==> src/rtl/image_mem_arbiter.sv <==
// Single-port image RAM arbiter: display reads win, writes queue in a FIFO.
// Define WR_BLANK_ONLY_EN to drain queued writes only while BLANK is high.
module image_mem_arbiter #(
  parameter int ADDR_W     = 12,
  parameter int DATA_W     = 12,
  parameter int FIFO_DEPTH = 4
) (
  input  logic              CLK,
  input  logic              RST_N,
  input  logic              DISP_REQ,
  input  logic [ADDR_W-1:0] DISP_ADDR,
  output logic [DATA_W-1:0] DISP_DATA,
  output logic              DISP_VALID,
  input  logic              BLANK,
  input  logic              WR_VALID,
  output logic              WR_READY,
  input  logic [ADDR_W-1:0] WR_ADDR,
  input  logic [DATA_W-1:0] WR_DATA,
  output logic [ADDR_W-1:0] MEM_ADDR,
  output logic              MEM_WE,
  output logic [DATA_W-1:0] MEM_WDATA,
  input  logic [DATA_W-1:0] MEM_RDATA,
  output logic              OVERRUN,
  output logic [15:0]       WR_COUNT
);

  localparam int PW = $clog2(FIFO_DEPTH);
  localparam int CW = PW + 1;

  typedef enum logic [1:0] {
    GNT_IDLE,
    GNT_RD,
    GNT_WR
  } gnt_e;

  gnt_e gnt_q, gnt_d;

  logic [ADDR_W-1:0] fa_q [FIFO_DEPTH];
  logic [DATA_W-1:0] fd_q [FIFO_DEPTH];
  logic [PW-1:0]     wp_q, rp_q;
  logic [CW-1:0]     cnt_q, cnt_d;
  logic              live_q;

  logic [ADDR_W-1:0] maddr_q, maddr_d;
  logic [DATA_W-1:0] mwdata_q, mwdata_d;
  logic              mwe_q, mwe_d;
  logic              rv1_q, dvalid_q;
  logic [DATA_W-1:0] ddata_q;
  logic              ov_q;
  logic [15:0]       wcnt_q;

  logic push, pop, full, empty, drain_ok;

`ifdef WR_BLANK_ONLY_EN
  assign drain_ok = BLANK;
`else
  // BLANK has no effect in this build
  assign drain_ok = BLANK | 1'b1;
`endif

  assign full     = (cnt_q == CW'(FIFO_DEPTH));
  assign empty    = (cnt_q == '0);
  assign WR_READY = live_q && !full;
  assign push     = WR_VALID && WR_READY;
  assign cnt_d    = cnt_q + CW'(push) - CW'(pop);

  always_ff @(posedge CLK or negedge RST_N) begin
    if (!RST_N) gnt_q <= GNT_IDLE;
    else        gnt_q <= gnt_d;
  end

  always_comb begin
    gnt_d = GNT_IDLE;
    unique case (1'b1)
      DISP_REQ:                      gnt_d = GNT_RD;
      (!DISP_REQ && !empty && drain_ok): gnt_d = GNT_WR;
      default:                       gnt_d = GNT_IDLE;
    endcase
  end

  always_comb begin
    maddr_d  = maddr_q;
    mwdata_d = mwdata_q;
    mwe_d    = 1'b0;
    pop      = 1'b0;
    unique case (gnt_d)
      GNT_RD: maddr_d = DISP_ADDR;
      GNT_WR: begin
        maddr_d  = fa_q[rp_q];
        mwdata_d = fd_q[rp_q];
        mwe_d    = 1'b1;
        pop      = 1'b1;
      end
      default: ;
    endcase
  end

  always_ff @(posedge CLK) begin
    if (push) begin
      fa_q[wp_q] <= WR_ADDR;
      fd_q[wp_q] <= WR_DATA;
    end
  end

  always_ff @(posedge CLK or negedge RST_N) begin
    if (!RST_N) begin
      live_q   <= 1'b0;
      wp_q     <= '0;
      rp_q     <= '0;
      cnt_q    <= '0;
      maddr_q  <= '0;
      mwdata_q <= '0;
      mwe_q    <= 1'b0;
      rv1_q    <= 1'b0;
      dvalid_q <= 1'b0;
      ddata_q  <= '0;
      ov_q     <= 1'b0;
      wcnt_q   <= '0;
    end else begin
      live_q   <= 1'b1;
      cnt_q    <= cnt_d;
      maddr_q  <= maddr_d;
      mwdata_q <= mwdata_d;
      mwe_q    <= mwe_d;
      if (push) wp_q <= wp_q + PW'(1);
      if (pop) begin
        rp_q   <= rp_q + PW'(1);
        wcnt_q <= wcnt_q + 16'd1;
      end
      if (WR_VALID && !WR_READY) ov_q <= 1'b1;
      // RAM data lands one cycle after the address stage
      rv1_q    <= (gnt_q == GNT_RD);
      dvalid_q <= rv1_q;
      if (rv1_q) ddata_q <= MEM_RDATA;
    end
  end

  assign MEM_ADDR   = maddr_q;
  assign MEM_WE     = mwe_q;
  assign MEM_WDATA  = mwdata_q;
  assign DISP_VALID = dvalid_q;
  assign DISP_DATA  = ddata_q;
  assign OVERRUN    = ov_q;
  assign WR_COUNT   = wcnt_q;

endmodule
==> config.mk <==
export PLATFORM = sky130hd
export DESIGN_NAME = image_mem_arbiter
export DESIGN_NICKNAME = d
export VERILOG_FILES = /design/src/rtl/image_mem_arbiter.sv
export SDC_FILE = /design/constraint.sdc
export NUM_CORES = 1
export LEC_CHECK = 0
export CORE_ASPECT_RATIO = 2
export CORE_MARGIN = 1.5
export CORE_UTILIZATION = 55
export DETAILED_ROUTE_END_ITERATION = 8
export PLACE_DENSITY = 0.83
export SETUP_SLACK_MARGIN = 0.4
export SKIP_CTS_REPAIR_TIMING = 1
export SLEW_MARGIN = 10
export SYNTH_ARGS = -nofsm -noshare
export SYNTH_HDL_FRONTEND = slang
export SYNTH_SLANG_ARGS = --single-unit
==> constraint.sdc <==
create_clock -name CLK -period 3.58 [get_ports CLK]
set_clock_uncertainty 0.2 [all_clocks]
set_input_delay 0.716 -clock CLK [delete_from_list [all_inputs] [get_ports CLK]]
set_output_delay 0.716 -clock CLK [all_outputs]
set_load 0.005 [all_outputs]
---- Yosys cells after proc, flatten, opt, wreduce, memory -nomap -nowiden ----
Memories as Yosys holds them, arrays and structs flattened. A register that Yosys moved wholly into a read port is not among the register bits.
Cells that the tools add are included.
operators by class
  muxes and demuxes ....................... 5
  add/sub/neg operators ................... 5
  eq/ne operators ......................... 4
  reductions and logical operators ........ 11
operators with widths
  operator                 number
  $pmux W12 S2             1
  $add A16 B1 Y16 const B  1
  $logic_not A1 Y1         5
  $add A2 B1 Y2 const B    2
  $eq A2 B1 Y1 const B     2
  $logic_and A1 B1 Y1      4
  $pmux W2 S2              1
  $add A3 B1 Y3            1
  $eq A3 B3 Y1 const B     1
  $logic_not A3 Y1         1
  $mux W1                  3
  $sub A3 B1 Y3            1
  $eq A2 B2 Y1 const B     1
  $reduce_bool A2 Y1       1
storage, ports and cells
  memory bits (writable) .................. 96
  register bits after elaboration ......... 54
  logic and storage cells ................. 39
  input port bits ......................... 53
  memories kept ........................... 2
  output and inout bits ................... 56
memories
  name  depth  width  read ports  clocked after Yosys merged registers in  wr ports  line  text
  fa_q  4      12     1           0                                        1         38    logic [ADDR_W-1:0] fa_q [FIFO_DEPTH];
  fd_q  4      12     1           1                                        1         39    logic [DATA_W-1:0] fd_q [FIFO_DEPTH];

---- Longest topological paths before layout ----
Gate-level depths: netlist of run 1.
  depth after elaboration ................. 7
  gate-level depth with buffers ........... 11
  gate-level depth less buffers ........... 11

---- Worst setup path before layout of run 1 ----
OpenSTA, ideal clock, no wires.
  kind .................................... input to register
  from .................................... in DISP_REQ
  to ...................................... reg cnt_q[2]
  data required time ...................... 3.251 ns
  arrival ................................. 2.318 ns
  path buffers ............................ 2
  path slack .............................. 0.933 ns
  library setup time ...................... 0.129 ns
  cell stages on the path ................. 10
  cell sequence ........................... buf_2 -> nor2_1 -> buf_2 -> ha_1 -> inv_1 -> ha_1 -> inv_1 -> fa_1 -> xnor2_1 -> xnor2_1
between the ends
  word-level cells in the longest chain between the ends .. 6
ends and longest elaborated chain
  item                  line  text
  start, declared       10    input logic DISP_REQ,
  $logic_not A1 Y1      76    (!DISP_REQ && !empty && drain_ok): gnt_d = GNT_WR;
  $logic_and A1 B1 Y1   76
  $pmux W2 S2 (*)       74    unique case (1'b1)
  $eq A2 B2 Y1 (*)      -
  $mux W1 (*)           -
  net mwe_d             46    logic mwe_q, mwe_d;
  $sub A3 B1 Y3 (*)     65    assign cnt_d = cnt_q + CW'(push) - CW'(pop);
  net cnt_d[2]          41    logic [CW-1:0] cnt_q, cnt_d;
  end signal, assigned  121   cnt_q <= cnt_d;
  end, declared         41
Mark *: on every way through the listed nets, which the timed path passes. The rest lies on a longest branch.
A chain may end at the register's enable or synchronous reset.

---- Final worst setup path of run 1 ----
  from .................................... in WR_VALID
  to ...................................... reg cnt_q[2]
between the ends
  word-level cells in the longest chain between the ends .. 3
ends and longest elaborated chain
  item                 line  text
  start, declared      15    input logic WR_VALID,
  $logic_and A1 B1 Y1  64    assign push = WR_VALID && WR_READY;
  $add A3 B1 Y3        65
  $sub A3 B1 Y3        65
  net cnt_d[2]         41
The timed path passes the listed nets, and every way through them passes these cells.

==> results of run 1 <==
-- cell usage in the layout, fill, tap and decap left out, types with 2 or more instances in the layout --
cell	instances
xor2_1	8
buf_4	10
nand4_1	2
inv_6	5
bufinv_16	3
mux2_2	26
nor3_1	2
nand3_1	6
and4_1	2
nand2_1	6
mux4_1	6
and3_1	5
clkdlybuf4s50_1	106
xnor2_1	12
clkinvlp_4	3
dfrtp_1	65
edfxtp_1	96
mux4_2	18
clkbuf_16	17
nor4_2	3
inv_1	19
nor2_1	4
a222oi_1	12
ha_1	7
-- cell families after synthesis --
kind of cell               synth area share, %
muxes                                     13.8
other                                   0.0604
AOI/OAI and AO/OA                         2.17
and+or+nand+nor                           3.69
xor gates and xnor gates                  2.82
DFF                                       73.0
adders and majority gates                 1.73
buffers and inverters                     2.78
-- synthesized netlist by cell type, types with 3 or more instances --
cell / instances
a222oi_1: 12
and3_1: 5
buf_2: 7
clkbuf_1: 3
dfrtp_1: 66
edfxtp_1: 96
ha_1: 7
inv_1: 19
mux2_2: 26
mux4_1: 6
mux4_2: 18
nand2_1: 6
nand3_1: 6
nor2_1: 5
xnor2_1: 12
xor2_1: 8
-- metrics by stage --
step           utilization [%]  hold WS, ns  power (mW)  instances  instance area [um2]
2_1_floorplan                -        0.178        3.50        324                 6210
4_1_cts                   73.5        0.208        6.04        598                 8040
3_5_place_dp              68.0        0.197        4.22        566                 7440
3_3_place_gp              68.0        0.187        4.13        566                 7440
6_report                  73.5        0.196        5.97        598                 8040
5_1_grt                   73.5        0.216        6.27        598                 8040
-- worst max-delay path: cells and delay by family --
family                   cells  cell delay (ns)
adder cells (fa/ha/maj)      3             0.81
buffers and inverters        4             0.76
XOR/XNOR                     2             0.35
AND/OR/NAND/NOR              1             0.23
-- metal layers --
| layer | up-vias | GRT usage [%] | wire [um] |
|---|---|---|---|
| met2 | 104 | 37.5 | 6330 |
| met1 | 1651 | 22.1 | 4090 |
| li1 | 1492 | - | - |
| met4 | 0 | 8.93 | 272 |
| met5 | - | 0 | 0 |
| met3 | 14 | 4.90 | 521 |
-- power by group through the flow --
stage | Clock (mW) | Sequential, mW | Combinational (mW)
floorplan | 0 | 2.60 | 0.902
global placement | 0 | 2.74 | 1.39
detailed placement | 0 | 2.77 | 1.45
CTS | 1.86 | 2.73 | 1.46
global route | 1.95 | 2.78 | 1.54
finish | 1.83 | 2.72 | 1.42
-- worst max path at each step --
stage / end / cells after the start
floorplan: cnt_q[2] / 10
global placement: cnt_q[2] / 10
detailed placement: cnt_q[2] / 10
CTS: cnt_q[2] / 12
global route: cnt_q[2] / 12
finish: cnt_q[2] / 10
-- sequential cells by signal, indices dropped and copies added, names as in the netlist --
name        count
live_q          1
gnt_q           2
rp_q            2
MEM_WE          1
WR_COUNT       16
MEM_WDATA      12
OVERRUN         1
DISP_VALID      1
rv1_q           1
DISP_DATA      12
fa_q           48
wp_q            2
cnt_q           3
MEM_ADDR       12
fd_q           48
-- area by class of cell --
cell class / count / area [um2] / share of cell area [%]
sequential: 162 / 4540 / 56.4
multi-input combinational: 129 / 1520 / 18.9
timing repair buffer: 116 / 1140 / 14.1
clock buffer: 17 / 425 / 5.29
clock inverter: 15 / 179 / 2.22
tap: 140 / 175 / 2.18
inverter: 19 / 71.3 / 0.887
==> results.md, run 1 <==
* Synth Flop Type: edfxtp_1
* Final setup vio count at 0
* Sw Pwr at 1.58 mW
* FF-to-FF End: cnt_q[2]
* Gpl congestion at ~0.73
* Final Hold Viols at 0
* Part of the power in registers at between 40% and 50%
* Crit path launch: WR_VALID
* Count of pins over their slew limit at 0
* CTS tree: built
* CP most frequent cell: inv_1
* Final period utilization at 77.1%
* Syn nets at roughly 390
* Switching share of power at 26.5%
* Status: finished, final reports clean
* PwrDens at ~740 nW/um2
* Initial DRC Count at between 200 and 250
* # diodes at 0
* Synth area leaders: edfxtp_1 (46%), dfrtp_1 (27%), mux4_2 (6.5%), mux2_2 (4.7%), mux4_1 (2.5%)
* Sequential area share after synthesis at between 70% and 80%
* Slew margin rel. at a little over two fifths
* Die width at just under 80 um
* RSZ-0062 raised after global routing: false
* Post-synth EDFFs at 96
* Fillers at approximately 680
* Async S/R FF share, synth at between 40% and 50%
* Via density at 5.45
* Hpwl dp at between 7000 and 8000 um
* Crit path time final at around 2.8 ns
* P_int at 4.39 mW
* Core Region at between 10000 and 15000 um2
* DRT Pass-1 Iters at 4
* I/O pin total at about 110
* Gr usage total at 20.5%
* Syn_area_per_cell at approximately 19 um2
* LEAKAGE at a little over 3 nW
* Post-Syn Area at approximately 6200 um2
* Pre-CTS WS at a little under 0.4 ns
* Flop-to-flop setup slack at around 0.86 ns
* Antenna violations before repair at 0
* Die height at about 150 um
* Initial Util at about 57%
* Clock group share of total power at 30.6%
* CP Capture Type: flop
* Root Driver: clkbuf_16
* Fmax at around 0.36 GHz
* Max cap viols at 0
* Vias in the first global route at ~3600
* Peak VDD IR at just under 0.6 mV
* # rows at 54
* Hold WC Path Type: input pin to asynchronous set/reset pin
* Clock Latency Late Sink at roughly 0.42 ns
* Critical Path RT at between 3 and 4 ns
* Total negative slack at 0 ns
* DR WL/cell at around 19 um
* H-tree levels at 4
* Netlist cell types at 33
* Crit-path cells: clkdlybuf4s50_1, and2_1, inv_1, ha_1, inv_1, ha_1, inv_1, fa_1, xnor2_1, xnor2_1
* Largest net degree at the start of global routing at 67
* Cells after Synth at around 320
* DRC at 0
* Gr ovfl total at 0
* Nets at approximately 500
* Layout area overhead at 29.4%
* Clk pin slew, worst setup/hold paths at around 0.07 ns
* Post-Route WL at ~11000 um
* Synth top area share at between 40% and 50%
* Vias at 3261
* Antenna viol nets, final at 0
* Cell accounting for the most synthesized area: edfxtp_1
* First-pass GRT wire length at ~18000 um
* Yosys warns at 0
* #FFs+latches synth at ~160
* Combinational fraction of design power at roughly a quarter
* Arr. time, crit path at 2.89 ns
* Measured slew at the worst slew-check pin at about 0.87 ns
* Maximum fanout along the worst path at 6
* Max Buffers Root-to-Sink at 2
* Worst R2R Path Depth at 12
* RR Startpoint: cnt_q[1]
* Clock sink total at roughly 160
* Nature of the critical path startpoint: input pin
* Port Buffers at roughly 110
* Slowest-stage cell, CP: clkdlybuf4s50_1
* Setup CP Type: input pin to flop
* CTS Buf Count at 17
* Die Area at 12000 um2
* CP peak stage delay at 0.58 ns
* Slack of the critical path at approximately 0.8 ns
* Share of layout cells above drive strength 1 at between 20% and 30%
Note: power is estimated with default switching activity, not from simulation.
==> run 2, diff against run 1 <==
Settings changed: CORE_UTILIZATION 55 to 47, PLACE_DENSITY 0.83 to 0.75.
Clock period 3.58 ns to 2.33 ns, I/O delays scaled along.
==> results.md, run 2 (same netlist as run 1, synthesis figures left out) <==
* Slack of the critical path at 0.0774 ns
* Final core utilization at around 68%
* Layout area overhead at 41.8%
* Min Hold Slack at approximately 0.20 ns
* CTS tree: built
* Maximum fanout along the worst path at 3
* Hold WC Path Type: flop to flop
* Tot Pwr at 9.76 mW
* Final setup vio count at 0
* Critical Path RT at approximately 2.4 ns
* Arr. time, crit path at around 2.4 ns
* Root Driver: clkbuf_16
* I/O pin total at roughly 110
* Die width at between 80 and 90 um
* Share of layout cells above drive strength 1 at 33.2%
* Clock sink total at roughly 160
* Count of pins over their slew limit at 0
* Fmax at about 0.44 GHz
* Initial DRC Count at 156
* Largest net degree at the start of global routing at 47
* First-pass GRT wire length at 19400 um
* Via density at about 5.3
* Most frequent cells in the layout: edfxtp_1 (96), buf_4 (58), dfrtp_1 (57)
* Max cap viols at 0
* # rows at 59
* Nature of the critical path startpoint: flop
* GRT busiest layer: met2
* Slew margin rel. at between 50 and 60%
* Gr usage total at 18.5%
* Setup CP Type: flop to flop
* Vias in the first global route at between 3000 and 4000
* DRC at 0
* Post-Route WL at 13000 um
* Final Hold Viols at 0
* Nets at 566
* Grt met2 use at 33.6%
* Met1 global-route usage at roughly 20%
* Gpl congestion at approximately 0.77
* Commonest non-fill, non-tap cell in the layout: edfxtp_1
* Max Buffers Root-to-Sink at 2
* Crit path time final at 2.25 ns
* Clk pin slew, worst setup/hold paths at around 0.060 ns
* Status: finished, final reports clean
* # diodes at 0
* DRT Pass-1 Iters at 8
* Vias at about 3600
* Initial Util at roughly 48%
* DR WL/cell at between 15 and 20 um
* CTS Buf Count at 17
* PwrDens at around 1100 nW/um2
* Met3 GRT Util at under 10%
* Core Region at around 13000 um2
* Antenna violations before repair at 0
* Measured slew at the worst slew-check pin at 0.631 ns
* H-tree levels at 4
* Die height at 166 um
* Port Buffers at 107
* Die Area at about 14000 um2
* CP Capture Type: flop
* Pre-CTS WS at -0.251 ns
* Antenna viol nets, final at 0
* RSZ-0062 raised after global routing: true
* Final period utilization at a little over nine tenths
* Clock Latency Late Sink at just over 0.4 ns
* LEAKAGE at roughly 4.0 nW
* Hpwl dp at ~8300 um
* Gr ovfl total at 0
* Peak VDD IR at ~0.85 mV
-- run 2: cell types whose count changed in the layout (fill, tap and decap cells not counted), moves of 3 or more --
cell / previous run / this run
inv_1: 19 / 16
dlymetal6s2s_1: 0 / 56
clkdlybuf4s50_1: 106 / 50
inv_2: 0 / 3
dfrtp_1: 65 / 57
inv_6: 5 / 2
buf_4: 10 / 58
buf_12: 0 / 8
and3_2: 0 / 4
buf_6: 0 / 3
and3_1: 5 / 1
dfrtp_2: 1 / 8
-- run 2: per-stage QoR --
| stage | cell area, um2 | std cells | TNS, ns |
|---|---|---|---|
| after detailed placement | 7700 | 593 | -0.396 |
| after CTS | 8290 | 625 | -0.0704 |
| after floorplan | 6270 | 324 | 0 |
| after global routing | 8810 | 670 | 0 |
| final | 8810 | 670 | 0 |
| after global placement | 7700 | 593 | -0.266 |
-- run 2: worst paths after layout --
check / cells past startpoint / slack [ns] / end / startpoint
setup / recovery: 11 / 0.08 / cnt_q[2] / cnt_q[0]
hold / removal: 1 / 0.20 / rv1_q / gnt_q[1]
min in group asynchronous: 2 / 0.40 / WR_COUNT[11] / RST_N
max in group asynchronous: 3 / 0.92 / WR_COUNT[0] / RST_N
hold reg to reg: 1 / 0.20 / rv1_q / gnt_q[1]
setup reg to reg: 11 / 0.08 / cnt_q[2] / cnt_q[0]
-- run 2: area by class of cell --
| type | count | area (um2) |
|---|---|---|
| timing repair buffer | 176 | 1840 |
| multi-input combinational | 129 | 1570 |
| inverter | 19 | 71.3 |
| clock buffer | 18 | 429 |
| sequential | 162 | 4550 |
| tap | 152 | 190 |
| fill | 860 | 4180 |
| clock inverter | 14 | 161 |
-- run 2: report_power, final --
part / total, mW / leakage [nW] / switching (mW) / internal [mW]
Combinational: 2.97 / 2.07 / 1.13 / 1.85
Clock: 2.77 / 0.282 / 1.09 / 1.68
Sequential: 4.02 / 1.66 / 0.369 / 3.65
-- run 2: critical path, cell delays in order, from the launching register on --
cell and delay, ns:
dfrtp_2 0.44, nor2_2 0.18, a21boi_2 0.09, and2_4 0.14, inv_2 0.06, ha_4 0.19, inv_2 0.06, ha_4 0.11
inv_2 0.03, fa_2 0.35, xnor2_2 0.15, xnor2_1 0.13
-- run 2: routing by layer --
| layer | routed length, um | part of all wire (%) |
|---|---|---|
| met5 | 0 | 0 |
| met3 | 574 | 4.4 |
| met4 | 341 | 2.6 |
| met1 | 4750 | 37 |
| met2 | 7330 | 56 |
==> run 3, diff against run 2 <==
Settings changed: ABC_CLOCK_PERIOD_IN_PS set to 2330.
==> results of run 3 <==
Same layout as run 2: the final DEF is identical, and so are final timing and power.
